File: src/rtl/nes_video_pkg.sv
// Shared types for the video palette path: palette geometry and the RAM write record.
package nes_video_pkg;

  localparam int PAL_ENTRIES = 64;
  localparam int PAL_BYTES   = 192;

  typedef logic [23:0] rgb_t;

  typedef struct packed {
    logic [5:0] idx;
    rgb_t       rgb;
  } pal_wr_t;

  typedef enum logic [1:0] {
    ST_IDLE,
    ST_LOAD,
    ST_DRAIN
  } pal_state_t;

  // Palette entry addressed by the byte count at the moment its B byte arrives.
  function automatic logic [5:0] entry_of(input logic [7:0] cnt);
    logic [7:0] q;
    q = cnt / 8'd3;
    return q[5:0];
  endfunction

endpackage

File: src/rtl/pal_wr_fifo.sv
// Small synchronous FIFO of palette write records with registered full/empty flags.
module pal_wr_fifo
  import nes_video_pkg::*;
#(
  parameter int DEPTH = 4
) (
  input  logic    clk,
  input  logic    reset,
  input  logic    clear,
  input  logic    push,
  input  logic    pop,
  input  pal_wr_t wdata,
  output pal_wr_t rdata,
  output logic    full,
  output logic    empty
);

  localparam int AW = $clog2(DEPTH);

  pal_wr_t       mem [DEPTH];
  logic [AW-1:0] wr_ptr;
  logic [AW-1:0] rd_ptr;
  logic [AW:0]   count;
  logic [AW:0]   count_next;

  always_comb begin
    count_next = count;
    if (push && !pop)
      count_next = count + (AW+1)'(1);
    else if (pop && !push)
      count_next = count - (AW+1)'(1);
  end

  // Flags come from the next count so they are exact in the cycle they are seen.
  always_ff @(posedge clk) begin
    if (reset || clear) begin
      wr_ptr <= '0;
      rd_ptr <= '0;
      count  <= '0;
      full   <= 1'b0;
      empty  <= 1'b1;
    end else begin
      if (push) wr_ptr <= wr_ptr + AW'(1);
      if (pop)  rd_ptr <= rd_ptr + AW'(1);
      count <= count_next;
      full  <= (count_next == (AW+1)'(DEPTH));
      empty <= (count_next == '0);
    end
  end

  always_ff @(posedge clk) begin
    if (push) mem[wr_ptr] <= wdata;
  end

  assign rdata = mem[rd_ptr];

endmodule

File: src/rtl/palette_loader.sv
// Assembles downloaded palette bytes into RGB entries and writes them into the
// video palette RAM, optionally only during vertical blank.
//   state    | meaning
//   ST_IDLE  | no download, no writes
//   ST_LOAD  | download active, bytes assembled and written
//   ST_DRAIN | download ended, flushing buffered entries
module palette_loader
  import nes_video_pkg::*;
#(
  parameter int FIFO_DEPTH = 4,
  parameter bit GATE_BLANK = 1'b1
) (
  input  logic        clk,
  input  logic        reset,
  input  logic        dl_active,
  input  logic        dl_wr,
  input  logic [7:0]  dl_data,
  output logic        dl_wait,
  input  logic        vblank,
  output logic        load_color,
  output logic [5:0]  load_color_index,
  output logic [23:0] load_color_data,
  output logic        pal_valid,
  output logic        pal_error,
  output logic        busy
);

  pal_state_t state, state_next;
  logic       dl_active_q, rise, fall, accept;
  logic [7:0] byte_cnt, cnt_base;
  logic [1:0] phase, phase_base;
  logic [7:0] r_q, g_q;
  logic       push_q;
  pal_wr_t    push_entry, fifo_rdata, wr_entry;
  logic       fifo_push, fifo_pop, fifo_full, fifo_empty;
  logic       gate_open, pop_ok, write_go, bypass, drain_done;

  assign rise   = dl_active & ~dl_active_q;
  assign fall   = ~dl_active & dl_active_q;
  assign accept = dl_active & dl_wr & ~dl_wait;

  // A byte on the restart cycle is assembled against a freshly cleared count.
  assign cnt_base   = rise ? '0 : byte_cnt;
  assign phase_base = rise ? '0 : phase;

  assign gate_open  = vblank | ~GATE_BLANK;
  assign pop_ok     = (state != ST_IDLE) & ~rise & gate_open & ~load_color;
  assign write_go   = pop_ok & (~fifo_empty | push_q);
  // An entry arriving at an empty FIFO goes straight to the RAM port.
  assign bypass     = write_go & fifo_empty;
  assign fifo_pop   = write_go & ~fifo_empty;
  assign fifo_push  = push_q & ~rise & ~bypass;
  assign wr_entry   = fifo_empty ? push_entry : fifo_rdata;
  assign drain_done = fifo_empty & ~push_q & ~load_color;

  assign dl_wait = fifo_full;
  assign busy    = (state != ST_IDLE);

  pal_wr_fifo #(.DEPTH(FIFO_DEPTH)) u_fifo (
    .clk   (clk),
    .reset (reset),
    .clear (rise),
    .push  (fifo_push),
    .pop   (fifo_pop),
    .wdata (push_entry),
    .rdata (fifo_rdata),
    .full  (fifo_full),
    .empty (fifo_empty)
  );

  always_comb begin
    state_next = state;
    case (state)
      ST_IDLE:  if (rise) state_next = ST_LOAD;
      ST_LOAD:  if (fall) state_next = ST_DRAIN;
      ST_DRAIN: begin
        if (rise)            state_next = ST_LOAD;
        else if (drain_done) state_next = ST_IDLE;
      end
      default:  state_next = ST_IDLE;
    endcase
  end

  always_ff @(posedge clk) begin
    if (reset) begin
      state            <= ST_IDLE;
      dl_active_q      <= 1'b0;
      byte_cnt         <= '0;
      phase            <= '0;
      r_q              <= '0;
      g_q              <= '0;
      push_q           <= 1'b0;
      push_entry       <= '0;
      load_color       <= 1'b0;
      load_color_index <= '0;
      load_color_data  <= '0;
      pal_valid        <= 1'b0;
      pal_error        <= 1'b0;
    end else begin
      state       <= state_next;
      dl_active_q <= dl_active;
      push_q      <= 1'b0;

      // Bytes past the full palette are accepted but dropped.
      if (accept && (cnt_base < 8'(PAL_BYTES))) begin
        byte_cnt <= cnt_base + 8'd1;
        phase    <= (phase_base == 2'd2) ? 2'd0 : phase_base + 2'd1;
        case (phase_base)
          2'd0:    r_q <= dl_data;
          2'd1:    g_q <= dl_data;
          default: begin
            push_q         <= 1'b1;
            push_entry.idx <= entry_of(cnt_base);
            push_entry.rgb <= {r_q, g_q, dl_data};
          end
        endcase
      end else if (rise) begin
        byte_cnt <= '0;
        phase    <= '0;
      end

      load_color <= write_go;
      if (write_go) begin
        load_color_index <= wr_entry.idx;
        load_color_data  <= wr_entry.rgb;
      end

      if (rise) begin
        pal_valid <= 1'b0;
        pal_error <= 1'b0;
      end else if ((state == ST_DRAIN) && drain_done) begin
        pal_valid <= (byte_cnt >= 8'(PAL_BYTES));
        pal_error <= (byte_cnt <  8'(PAL_BYTES));
      end
    end
  end

endmodule

File: config.mk
export PLATFORM = sky130hd
export DESIGN_NAME = palette_loader
export DESIGN_NICKNAME = d
export VERILOG_FILES = /design/src/rtl/nes_video_pkg.sv /design/src/rtl/pal_wr_fifo.sv /design/src/rtl/palette_loader.sv
export SDC_FILE = /design/constraint.sdc
export NUM_CORES = 1
export LEC_CHECK = 0
export BUFFER_PORTS_ARGS = -buffer_cell sky130_fd_sc_hd__buf_2
export CORE_ASPECT_RATIO = 0.6
export CORE_MARGIN = 2
export CORE_UTILIZATION = 65
export CTS_CLUSTER_SIZE = 28
export DETAILED_ROUTE_END_ITERATION = 10
export GPL_ROUTABILITY_DRIVEN = 0
export GPL_TIMING_DRIVEN = 0
export PLACE_DENSITY = 0.84
export SLEW_MARGIN = 10
export SYNTH_ARGS = -nofsm -noshare
export SYNTH_HDL_FRONTEND = slang
export SYNTH_SLANG_ARGS = --single-unit
File: constraint.sdc
create_clock -name clk -period 5.1 [get_ports clk]
set_clock_uncertainty 0.05 [all_clocks]
set_input_delay 1.02 -clock clk [delete_from_list [all_inputs] [get_ports clk]]
set_output_delay 1.02 -clock clk [all_outputs]
set_load 0.02 [all_outputs]
==> tab_implementation.tex, run 1 <==
\begin{tabular}{lr}
\hline
Metric & Value \\
\hline
\multicolumn{2}{l}{\textbf{Status}} \\
Outcome & finished, final reports clean \\
\multicolumn{2}{l}{\textbf{GRT}} \\
Number of antenna violations at the first check in global routing & 0 \\
Total gr overflow & 0 \\
Overall track demand over capacity in global routing & 0.289 \\
Maximum number of pins on one net before global-route repair & 31 \\
Number of global-route vias before repair & roughly 6300 \\
Global-route wire length before repair & roughly 34 mm \\
\multicolumn{2}{l}{\textbf{Clocking}} \\
Maximum buffer depth of the clock tree & 3 \\
Clock transition at the register clock pins on the worst setup and hold paths after CTS & $\sim$0.07 ns \\
Clock tree from TritonCTS & done \\
Number of H-tree levels & 1 \\
Skew-Pair Late Insertion Delay & roughly 0.50 ns \\
Post-CTS setup buffer count & 0 \\
CTS root buffer & sky130\_fd\_sc\_hd\_\_clkbuf\_16 \\
Cells resized by post-CTS repair & 0 \\
Sinks on the clock net & between 200 and 250 \\
Hold Buf Count CTS & 0 \\
Total CTS buffers & 20 \\
\multicolumn{2}{l}{\textbf{Finish}} \\
Post-Layout Inst Area & between 10000 and 15000 um2 \\
Most common cell after layout, fill and taps aside & sky130\_fd\_sc\_hd\_\_edfxtp\_1 \\
Diode count & 0 \\
Net count, final & 839 \\
Area Overhead vs Synth & 13.2\% \\
Commonest cells after routing, fill and taps aside & sky130\_fd\_sc\_hd\_\_edfxtp\_1, sky130\_fd\_sc\_hd\_\_dfxtp\_1, sky130\_fd\_sc\_hd\_\_nand2\_1, sky130\_fd\_sc\_hd\_\_nor2\_1, sky130\_fd\_sc\_hd\_\_buf\_2 \\
Filler cells & 840 \\
Post-route non-filler standard cell count & approximately 1000 \\
Share of layout cells above drive strength 1 & 0.184 \\
\multicolumn{2}{l}{\textbf{STA}} \\
Unrepaired setup endpoints after global routing & false \\
Final critical-path share of the clock period & 0.670 \\
Number of failing hold endpoints at the final stage & 0 \\
Worst-Margin Slew & a little under 0.9 ns \\
Maximum clock frequency & slightly below 0.3 GHz \\
Final number of setup-violating endpoints & 0 \\
Tmin final & around 3.4 ns \\
Count of pins over their slew limit & 0 \\
Worst slew margin & 0.410 \\
Total Neg Setup Slack & 0 ns \\
\multicolumn{2}{l}{\textbf{Setup path}} \\
Required time at the worst-slack endpoint & between 5 and 6 ns \\
Crit path capture type & flip-flop \\
Startpoint Class & primary input \\
Worst stage delay on the critical path & about 0.45 ns \\
Dominant delay contributor by cell family on the critical path & compound AO/OA/AOI/OAI gates \\
Arrival time of the worst setup path & 3.77 ns \\
Buf+Inv Stages, Crit Path & 3 \\
Worst-path maximum fanout & 10 \\
Master of the slowest instance on the critical path & sky130\_fd\_sc\_hd\_\_clkbuf\_1 \\
Startpoint-to-endpoint class of the critical path & in -> reg \\
Series of cell instances along the critical path & buf\_2 > nand2b\_1 > clkbuf\_1 > nand2\_1 > inv\_1 > ha\_1 > and2\_1 > a2bb2oi\_1 > o32a\_1 > a21oi\_1 > o31ai\_2 > o32ai\_1 > a211oi\_1 \\
\multicolumn{2}{l}{\textbf{Pwr}} \\
Max IR drop VDD & 201 uV \\
Cell Int Power & 2.83 mW \\
Sw Share & 0.199 \\
Leakage power & between 3 and 4 nW \\
Clock share of power & 0.446 \\
Sequential power share & 0.536 \\
Part of the total power dissipated in combinational logic & 0.018 \\
Total power after layout & 3.53 mW \\
Net switching power figure & roughly 700 uW \\
PD cells & 333 nW/um2 \\
\multicolumn{2}{l}{\textbf{Placed design}} \\
Number of buffers added on ports & 46 \\
Post-DP HPWL & roughly 14 mm \\
Post-DP Area & 9900 um2 \\
Cell Count Post-Placement & 986 \\
\multicolumn{2}{l}{\textbf{Floorplanning}} \\
Die Area & about 15000 um2 \\
Initial Utilization & 0.675 \\
Core area & 13900 um2 \\
IO Count & 48 \\
Row cnt & 33 \\
Die boundary height & 97.0 um \\
Die X & approximately 160 um \\
\multicolumn{2}{l}{\textbf{Logic synthesis}} \\
Share of async-settable or async-resettable flops after synthesis & 0 \\
Gate Count Post-Synth & around 750 \\
Count of flip-flops with a built-in enable after synthesis & 120 \\
Synthesized Nets & $\sim$770 \\
Prevailing post-synth register cell & sky130\_fd\_sc\_hd\_\_edfxtp\_1 \\
Total standard cell area after synthesis & 9360 um2 \\
Number of different library cells in the post-synthesis netlist & 67 \\
Count of warnings emitted by yosys & 0 \\
Mean area per synthesized cell & 12.6 um2 \\
\#FFs+latches synth & about 220 \\
Sequential area share after synthesis & 0.607 \\
\multicolumn{2}{l}{\textbf{Detailed routing}} \\
Average routed wire per standard cell & about 22 um \\
Number of iterations in the first detailed-routing pass & 5 \\
Final wirelength & approximately 22 mm \\
Total vias in the final route & approximately 6400 \\
Number of nets with antenna violations after detailed routing & 0 \\
DR iter-0 viols & roughly 780 \\
Total DRC errors in the routed layout & 0 \\
Number of vias per cell & 6.29 \\
\multicolumn{2}{l}{\textbf{Worst hold path}} \\
Hold crit path type & reg -> reg \\
\multicolumn{2}{l}{\textbf{Job}} \\
Max\_cap viols & 0 \\
\hline
\end{tabular}
==> layout make-up <==
cell class                 count  area (um2)  share of cell area
multi-input combinational    458        3370               0.318
tap                          192         240              0.0227
buffer                        50         263              0.0248
inverter                      13        48.8             0.00460
clock inverter                 6        70.1             0.00661
sequential                   224        5690               0.536
timing repair buffer          49         290              0.0274
clock buffer                  30         633              0.0597
==> per-layer routing <==
layer / track usage / share of wire / wire length (um)
met1: 0.412 / 0.42 / 9380
met2: 0.460 / 0.46 / 10200
met3: 0.0575 / 0.093 / 2050
met4: 0.0839 / 0.024 / 524
met5: 0 / 0 / 0
==> flip-flops by register name, indices dropped and copies added (netlist names), 2 cells and up, named ones only <==
| signal | cells |
|---|---|
| push_entry | 30 |
| u_fifo.mem | 120 |
| u_fifo.count | 3 |
| load_color_data | 24 |
| state | 2 |
| r_q | 8 |
| phase | 2 |
| u_fifo.wr_ptr | 2 |
| byte_cnt | 8 |
| u_fifo.rd_ptr | 2 |
| load_color_index | 6 |
| g_q | 8 |
==> synth_stat cells (3+ instances only) <==
cell type                  instances  area (um2)
sky130_fd_sc_hd__mux2i_1          49         490
sky130_fd_sc_hd__nor2b_1           7        43.8
sky130_fd_sc_hd__buf_1             3        11.3
sky130_fd_sc_hd__mux4_2           30         676
sky130_fd_sc_hd__xnor2_1          10        87.6
sky130_fd_sc_hd__buf_4             4        30.0
sky130_fd_sc_hd__a31oi_1           3        18.8
sky130_fd_sc_hd__clkbuf_1         27         101
sky130_fd_sc_hd__nor4_1            3        18.8
sky130_fd_sc_hd__buf_6             4        45.0
sky130_fd_sc_hd__buf_2            11        55.1
sky130_fd_sc_hd__a211oi_1         34         255
sky130_fd_sc_hd__edfxtp_1        120        3600
sky130_fd_sc_hd__o21ai_0          13        65.1
sky130_fd_sc_hd__nor3_1            5        25.0
sky130_fd_sc_hd__o21ai_1           5        25.0
sky130_fd_sc_hd__and2_1            6        37.5
sky130_fd_sc_hd__ha_1             10         125
sky130_fd_sc_hd__nand2_1          79         297
sky130_fd_sc_hd__o22ai_1           4        25.0
sky130_fd_sc_hd__xor2_1            5        43.8
sky130_fd_sc_hd__nor2_1           79         297
sky130_fd_sc_hd__and2b_1           3        22.5
sky130_fd_sc_hd__nand3_1           7        35.0
sky130_fd_sc_hd__nor3_2            3        30.0
sky130_fd_sc_hd__or3_1             3        18.8
sky130_fd_sc_hd__dfxtp_1         104        2080
sky130_fd_sc_hd__inv_1            13        48.8
sky130_fd_sc_hd__nand4_1           4        25.0
sky130_fd_sc_hd__nand2b_1         11        68.8
sky130_fd_sc_hd__a21oi_1          46         230
==> stage by stage <==
step                 util  setup slack [ns]  hold WS [ns]
detailed placement  0.713              1.35         0.399
global route        0.764              1.56         0.429
floorplan               -              2.11         0.382
CTS                 0.764              1.81         0.408
global placement    0.709              1.46         0.392
finish              0.764              1.68         0.407
==> worst reg2reg max path, stage by stage (launching register included) <==
cell and delay, ns:
sky130_fd_sc_hd__dfxtp_1 0.37, sky130_fd_sc_hd__nand2b_1 0.26, sky130_fd_sc_hd__clkbuf_1 0.45, sky130_fd_sc_hd__nand2_1 0.22, sky130_fd_sc_hd__inv_1 0.17, sky130_fd_sc_hd__ha_1 0.34
sky130_fd_sc_hd__and2_1 0.20, sky130_fd_sc_hd__a2bb2oi_1 0.15, sky130_fd_sc_hd__o32a_1 0.15, sky130_fd_sc_hd__a21oi_1 0.10, sky130_fd_sc_hd__o31ai_2 0.29, sky130_fd_sc_hd__o32ai_1 0.14
sky130_fd_sc_hd__a211oi_1 0.22
==> power groups by stage <==
| stage | clock network (mW) | logic [mW] | registers (mW) |
|---|---|---|---|
| after floorplan | 0 | 0.0391 | 1.93 |
| after global placement | 0 | 0.0588 | 1.93 |
| after detailed placement | 0 | 0.0611 | 1.93 |
| after CTS | 1.58 | 0.0620 | 1.89 |
| after global routing | 1.65 | 0.0673 | 1.89 |
| final | 1.57 | 0.0632 | 1.89 |
==> path summary, 6_finish.rpt <==
path / startpoint / endpoint / slack (ns) / depth (start not counted)
setup / recovery: dl_active / push_entry[24]$_SDFFE_PP0P_ / 1.68 / 13
hold reg to reg: g_q[1]$_SDFFE_PP0P_ / push_entry[9]$_SDFFE_PP0P_ / 0.41 / 2
hold / removal: g_q[1]$_SDFFE_PP0P_ / push_entry[9]$_SDFFE_PP0P_ / 0.41 / 2
setup reg to reg: dl_active_q$_SDFF_PP0_ / push_entry[24]$_SDFFE_PP0P_ / 1.90 / 12
==> cells by family (layout without fill, tap and decap cells) <==
group	Yosys count	count (layout)	synth area share
AND/OR/NAND/NOR	222	222	0.110
multiplexers	79	79	0.125
flip-flops	224	224	0.607
AO/OA/AOI/OAI	131	131	0.0955
buffers and inverters	63	148	0.0333
XOR/XNOR	16	16	0.0158
adder cells (fa/ha/maj)	10	10	0.0134
(Power assumes the default switching activity.)
==> run 2, diff against run 1 <==
--- a/config.mk
+++ b/config.mk
@@ -5,15 +5,16 @@
 export SDC_FILE = /design/constraint.sdc
 export NUM_CORES = 1
 export LEC_CHECK = 0
+export ABC_AREA = 1
 export BUFFER_PORTS_ARGS = -buffer_cell sky130_fd_sc_hd__buf_2
 export CORE_ASPECT_RATIO = 0.6
 export CORE_MARGIN = 2
-export CORE_UTILIZATION = 65
+export CORE_UTILIZATION = 54
 export CTS_CLUSTER_SIZE = 28
 export DETAILED_ROUTE_END_ITERATION = 10
 export GPL_ROUTABILITY_DRIVEN = 0
 export GPL_TIMING_DRIVEN = 0
-export PLACE_DENSITY = 0.84
+export PLACE_DENSITY = 0.75
 export SLEW_MARGIN = 10
 export SYNTH_ARGS = -nofsm -noshare
 export SYNTH_HDL_FRONTEND = slang
==> constraint.sdc (replaced) <==
create_clock -name clk -period 3 [get_ports clk]
set_clock_uncertainty 0.05 [all_clocks]
set_input_delay 0.6 -clock clk [delete_from_list [all_inputs] [get_ports clk]]
set_output_delay 0.6 -clock clk [all_outputs]
set_load 0.02 [all_outputs]
==> run 2 against run 1 <==
  * Synthesized cell count up 9.7%
  * Clock power grew 64%
  * Sequential share of layout area grew 3.7 points
  * Largest power group unchanged
  * The run now ends with design-rule violations left
  * Critical path type is now reg -> reg
  * Critical path depth grew 9
  * Die area up 11%
  * Final area shrank 6.5%
  * Worst hold slack worse by 0.067 ns
  * Register-to-register slack lost 1.6 ns
  * Synthesized area is 7.8% lower
==> tab_implementation.tex, run 2 <==
\begin{tabular}{lr}
\hline
Metric & Value \\
\hline
\multicolumn{2}{l}{\textbf{Setup path}} \\
Crit path capture type & flip-flop \\
CP most frequent cell & sky130\_fd\_sc\_hd\_\_nand2\_1 \\
Worst-path maximum fanout & 10 (unchanged) \\
Startpoint Class & flip-flop \\
Series of cell instances along the critical path & inv\_1 > nand2\_4 > buf\_8 > nand4\_1 > nand2\_1 > inv\_1 > o21ai\_1 > nand2\_1 > o21ai\_1 > nand2\_1 > nand2\_1 > nand2\_1 > nand2\_1 > inv\_2 > ha\_1 > o21bai\_1 > inv\_1 > nand2\_1 > nand2\_1 > nand3\_1 > nand2\_1 > inv\_1 \\
Dominant delay contributor by cell family on the critical path & simple AND/OR/NAND/NOR gates \\
Master of the slowest instance on the critical path & sky130\_fd\_sc\_hd\_\_dfxtp\_2 \\
Buf+Inv Stages, Crit Path & 6 (+3) \\
Worst stage delay on the critical path & 0.37 ns (-0.08 ns) \\
Required time at the worst-slack endpoint & 3.35 ns (-2.11 ns) \\
Startpoint-to-endpoint class of the critical path & reg -> reg \\
Arrival time of the worst setup path & 3.03 ns (-0.74 ns) \\
\multicolumn{2}{l}{\textbf{Logic synthesis}} \\
Main area contributors after synthesis & sky130\_fd\_sc\_hd\_\_edfxtp\_1, sky130\_fd\_sc\_hd\_\_dfxtp\_1, sky130\_fd\_sc\_hd\_\_a221oi\_1, sky130\_fd\_sc\_hd\_\_a21oi\_1, sky130\_fd\_sc\_hd\_\_nand2\_1 \\
Number of different library cells in the post-synthesis netlist & 35 (-48\%) \\
Synthesized Nets & 840 (+9.4\%) \\
Most common library cells after synthesis & sky130\_fd\_sc\_hd\_\_edfxtp\_1, sky130\_fd\_sc\_hd\_\_nand2\_1, sky130\_fd\_sc\_hd\_\_dfxtp\_1 \\
Most repeated cell in the gate-level netlist after synthesis & sky130\_fd\_sc\_hd\_\_edfxtp\_1 \\
Yosys top cell area share & 0.417 (+0.0323) \\
Sequential area share after synthesis & 0.658 (+0.0510) \\
Gate Count Post-Synth & 817 (+9.7\%) \\
Count of flip-flops with a built-in enable after synthesis & 120 (unchanged) \\
\#FFs+latches synth & 224 (unchanged) \\
Prevailing post-synth register cell & sky130\_fd\_sc\_hd\_\_edfxtp\_1 \\
Total standard cell area after synthesis & 8640 um2 (-7.8\%) \\
Yosys top cell by area & sky130\_fd\_sc\_hd\_\_edfxtp\_1 \\
Count of warnings emitted by yosys & 0 (unchanged) \\
Share of async-settable or async-resettable flops after synthesis & 0 (unchanged) \\
Mean area per synthesized cell & 10.6 um2 (-16\%) \\
\multicolumn{2}{l}{\textbf{Finish}} \\
Share of layout cells above drive strength 1 & 0.122 (-0.0627) \\
Commonest cells after routing, fill and taps aside & sky130\_fd\_sc\_hd\_\_edfxtp\_1, sky130\_fd\_sc\_hd\_\_nand2\_1, sky130\_fd\_sc\_hd\_\_dfxtp\_1 \\
Most common cell after layout, fill and taps aside & sky130\_fd\_sc\_hd\_\_edfxtp\_1 \\
Filler cells & 1246 (+48\%) \\
Post-route non-filler standard cell count & 1107 (+8.3\%) \\
Area Overhead vs Synth & 14.8\% \\
Net count, final & 913 (+8.8\%) \\
Most flops, register & u\_fifo.mem \\
Diode count & 0 (unchanged) \\
Largest register FFs & 120 (unchanged) \\
Leading registers by flop count & u\_fifo.mem: 120 flops, push\_entry: 30 flops, load\_color\_data: 24 flops \\
Final design utilization & 0.639 (-0.125) \\
\multicolumn{2}{l}{\textbf{STA}} \\
Maximum clock frequency & 0.373 GHz \\
Final critical-path share of the clock period & 0.893 \\
Unrepaired setup endpoints after global routing & false \\
Worst-Margin Slew & 0.754 ns (-0.131 ns) \\
Tmin final & roughly 2.7 ns \\
Worst slew margin & 0.493 (+0.0832) \\
Count of pins over their slew limit & 0 (unchanged) \\
Number of failing hold endpoints at the final stage & 0 (unchanged) \\
Final number of setup-violating endpoints & 0 (unchanged) \\
\multicolumn{2}{l}{\textbf{Pwr}} \\
Total power after layout & 5.91 mW (+68\%) \\
Clock share of power & 0.435 (-0.011) \\
Max IR drop VDD & 355 uV (+77\%) \\
Leakage power & 3.80 nW (+1.8\%) \\
Part of the total power dissipated in combinational logic & 0.019 (about the same) \\
Cell Int Power & 4.70 mW (+67\%) \\
Sequential power share & 0.546 (+0.010) \\
Sw Share & 0.204 (+0.00484) \\
PD cells & 596 nW/um2 (+79\%) \\
Net switching power figure & 1.20 mW (+72\%) \\
\multicolumn{2}{l}{\textbf{GRT}} \\
Total gr overflow & 0 (unchanged) \\
Global-route wire length before repair & 34.1 mm (-1.1\%) \\
Overall track demand over capacity in global routing & 0.260 (-0.0289) \\
Maximum number of pins on one net before global-route repair & 25 (-19\%) \\
Number of global-route vias before repair & 6176 (-1.4\%) \\
Number of antenna violations at the first check in global routing & 0 (unchanged) \\
\multicolumn{2}{l}{\textbf{Floorplanning}} \\
Die boundary height & 102 um (+5.2\%) \\
IO Count & 48 (unchanged) \\
Die X & 167 um (+5.2\%) \\
Row cnt & 35 (+6.1\%) \\
Initial Utilization & 0.557 (-0.118) \\
Die Area & 17100 um2 (+11\%) \\
Core area & 15500 um2 (+12\%) \\
\multicolumn{2}{l}{\textbf{Clocking}} \\
Clock tree from TritonCTS & done \\
Number of H-tree levels & 1 (unchanged) \\
Post-CTS setup buffer count & 0 (unchanged) \\
Total CTS buffers & 21 (+5.0\%) \\
CTS root buffer & sky130\_fd\_sc\_hd\_\_clkbuf\_16 \\
Skew-Pair Late Insertion Delay & 0.50 ns (about the same) \\
Hold Buf Count CTS & 0 (unchanged) \\
Clock transition at the register clock pins on the worst setup and hold paths after CTS & 0.06 ns (about the same) \\
Maximum buffer depth of the clock tree & 3 (unchanged) \\
Sinks on the clock net & 224 (unchanged) \\
\multicolumn{2}{l}{\textbf{Detailed routing}} \\
Total vias in the final route & 6484 (+0.92\%) \\
Number of iterations in the first detailed-routing pass & 8 (+3) \\
DR iter-0 viols & 692 (-11\%) \\
Final wirelength & 21.5 mm (-2.8\%) \\
Average routed wire per standard cell & 19.4 um (-10\%) \\
Total DRC errors in the routed layout & 1 (+1) \\
Number of nets with antenna violations after detailed routing & 0 (unchanged) \\
Number of vias per cell & 5.86 (-6.8\%) \\
\multicolumn{2}{l}{\textbf{Status}} \\
Outcome & complete, but fails checks \\
Failing checks & design-rule violations \\
\multicolumn{2}{l}{\textbf{Job}} \\
Max\_cap viols & 0 (unchanged) \\
\multicolumn{2}{l}{\textbf{Placed design}} \\
Post-DP HPWL & 14.3 mm (+0.70\%) \\
Number of buffers added on ports & 46 (unchanged) \\
Cell Count Post-Placement & 1070 (+8.5\%) \\
\multicolumn{2}{l}{\textbf{Worst hold path}} \\
Hold crit path type & in -> reg \\
\hline
\end{tabular}
## run 2: per-layer routing
| layer | share of wire | track usage | vias up |
|---|---|---|---|
| li1 | - | - | 3048 |
| met1 | 0.46 | 0.383 | 3084 |
| met2 | 0.42 | 0.393 | 313 |
| met3 | 0.10 | 0.0635 | 39 |
| met4 | 0.017 | 0.0676 | 0 |
| met5 | 0 | 0 | - |
## run 2: final timing paths
path                            startpoint                       endpoint  slack, ns  depth (start not counted)
min                             dl_data[1]            r_q[1]$_SDFFE_PP0P_       0.34                          3
max                 dl_active_q$_SDFF_PP0_    push_entry[24]$_SDFFE_PP0P_       0.32                         22
min reg2reg  u_fifo.rd_ptr[1]$_SDFFE_PP0P_  u_fifo.rd_ptr[1]$_SDFFE_PP0P_       0.41                          2
max reg2reg         dl_active_q$_SDFF_PP0_    push_entry[24]$_SDFFE_PP0P_       0.32                         22
## run 2: cell families (layout without fill, tap and decap cells)
logic type | count (synthesis) | count (layout) | synth area share
AO/OA/AOI/OAI | 228 | 228 | 0.160
XOR/XNOR | 1 | 1 | 0.00101
adder cells (fa/ha/maj) | 10 | 10 | 0.0145
buffers and inverters | 108 | 195 | 0.0484
flip-flops | 224 | 224 | 0.658
AND/OR/NAND/NOR | 246 | 246 | 0.118
## run 2: final cells by class
class	instances	area (um2)	area share
clock inverter	8	80.1	0.00808
tap	203	254	0.0256
sequential	224	5690	0.574
inverter	61	229	0.0231
clock buffer	29	586	0.0591
multi-input combinational	485	2570	0.260
timing repair buffer	50	310	0.0313
buffer	47	193	0.0194
## run 2: worst min-delay path, cell delays in order
cell and delay [ns]:
sky130_fd_sc_hd__buf_2 0.07, sky130_fd_sc_hd__inv_1 0.06, sky130_fd_sc_hd__a21oi_1 0.11
## run 2: through the flow
stage          cell area [um2]  worst slack [ns]  setup TNS, ns  hold WS (ns)
4_1_cts                   9900             0.302              0         0.322
3_5_place_dp              9230            -0.109         -0.109         0.411
3_3_place_gp              9120             -1.46        -157.10         0.400
2_1_floorplan             8640           -0.0106          -1.28         0.386
5_1_grt                   9910            0.0125              0         0.350
6_report                  9910             0.320              0         0.340
## run 2: power groups by stage
stage               clock (mW)  sequential (mW)  combinational, mW
finish                    2.57             3.22              0.115
CTS                       2.59             3.22              0.110
global placement             0             3.29              0.108
floorplan                    0             3.29             0.0673
detailed placement           0             3.29              0.110
global route              2.72             3.22              0.127
## run 2: repair_timing
action,4_1_cts,5_1_grt
resized for setup,0,4
endpoints found under the setup margin,0,1
hold endpoints to repair,0,0
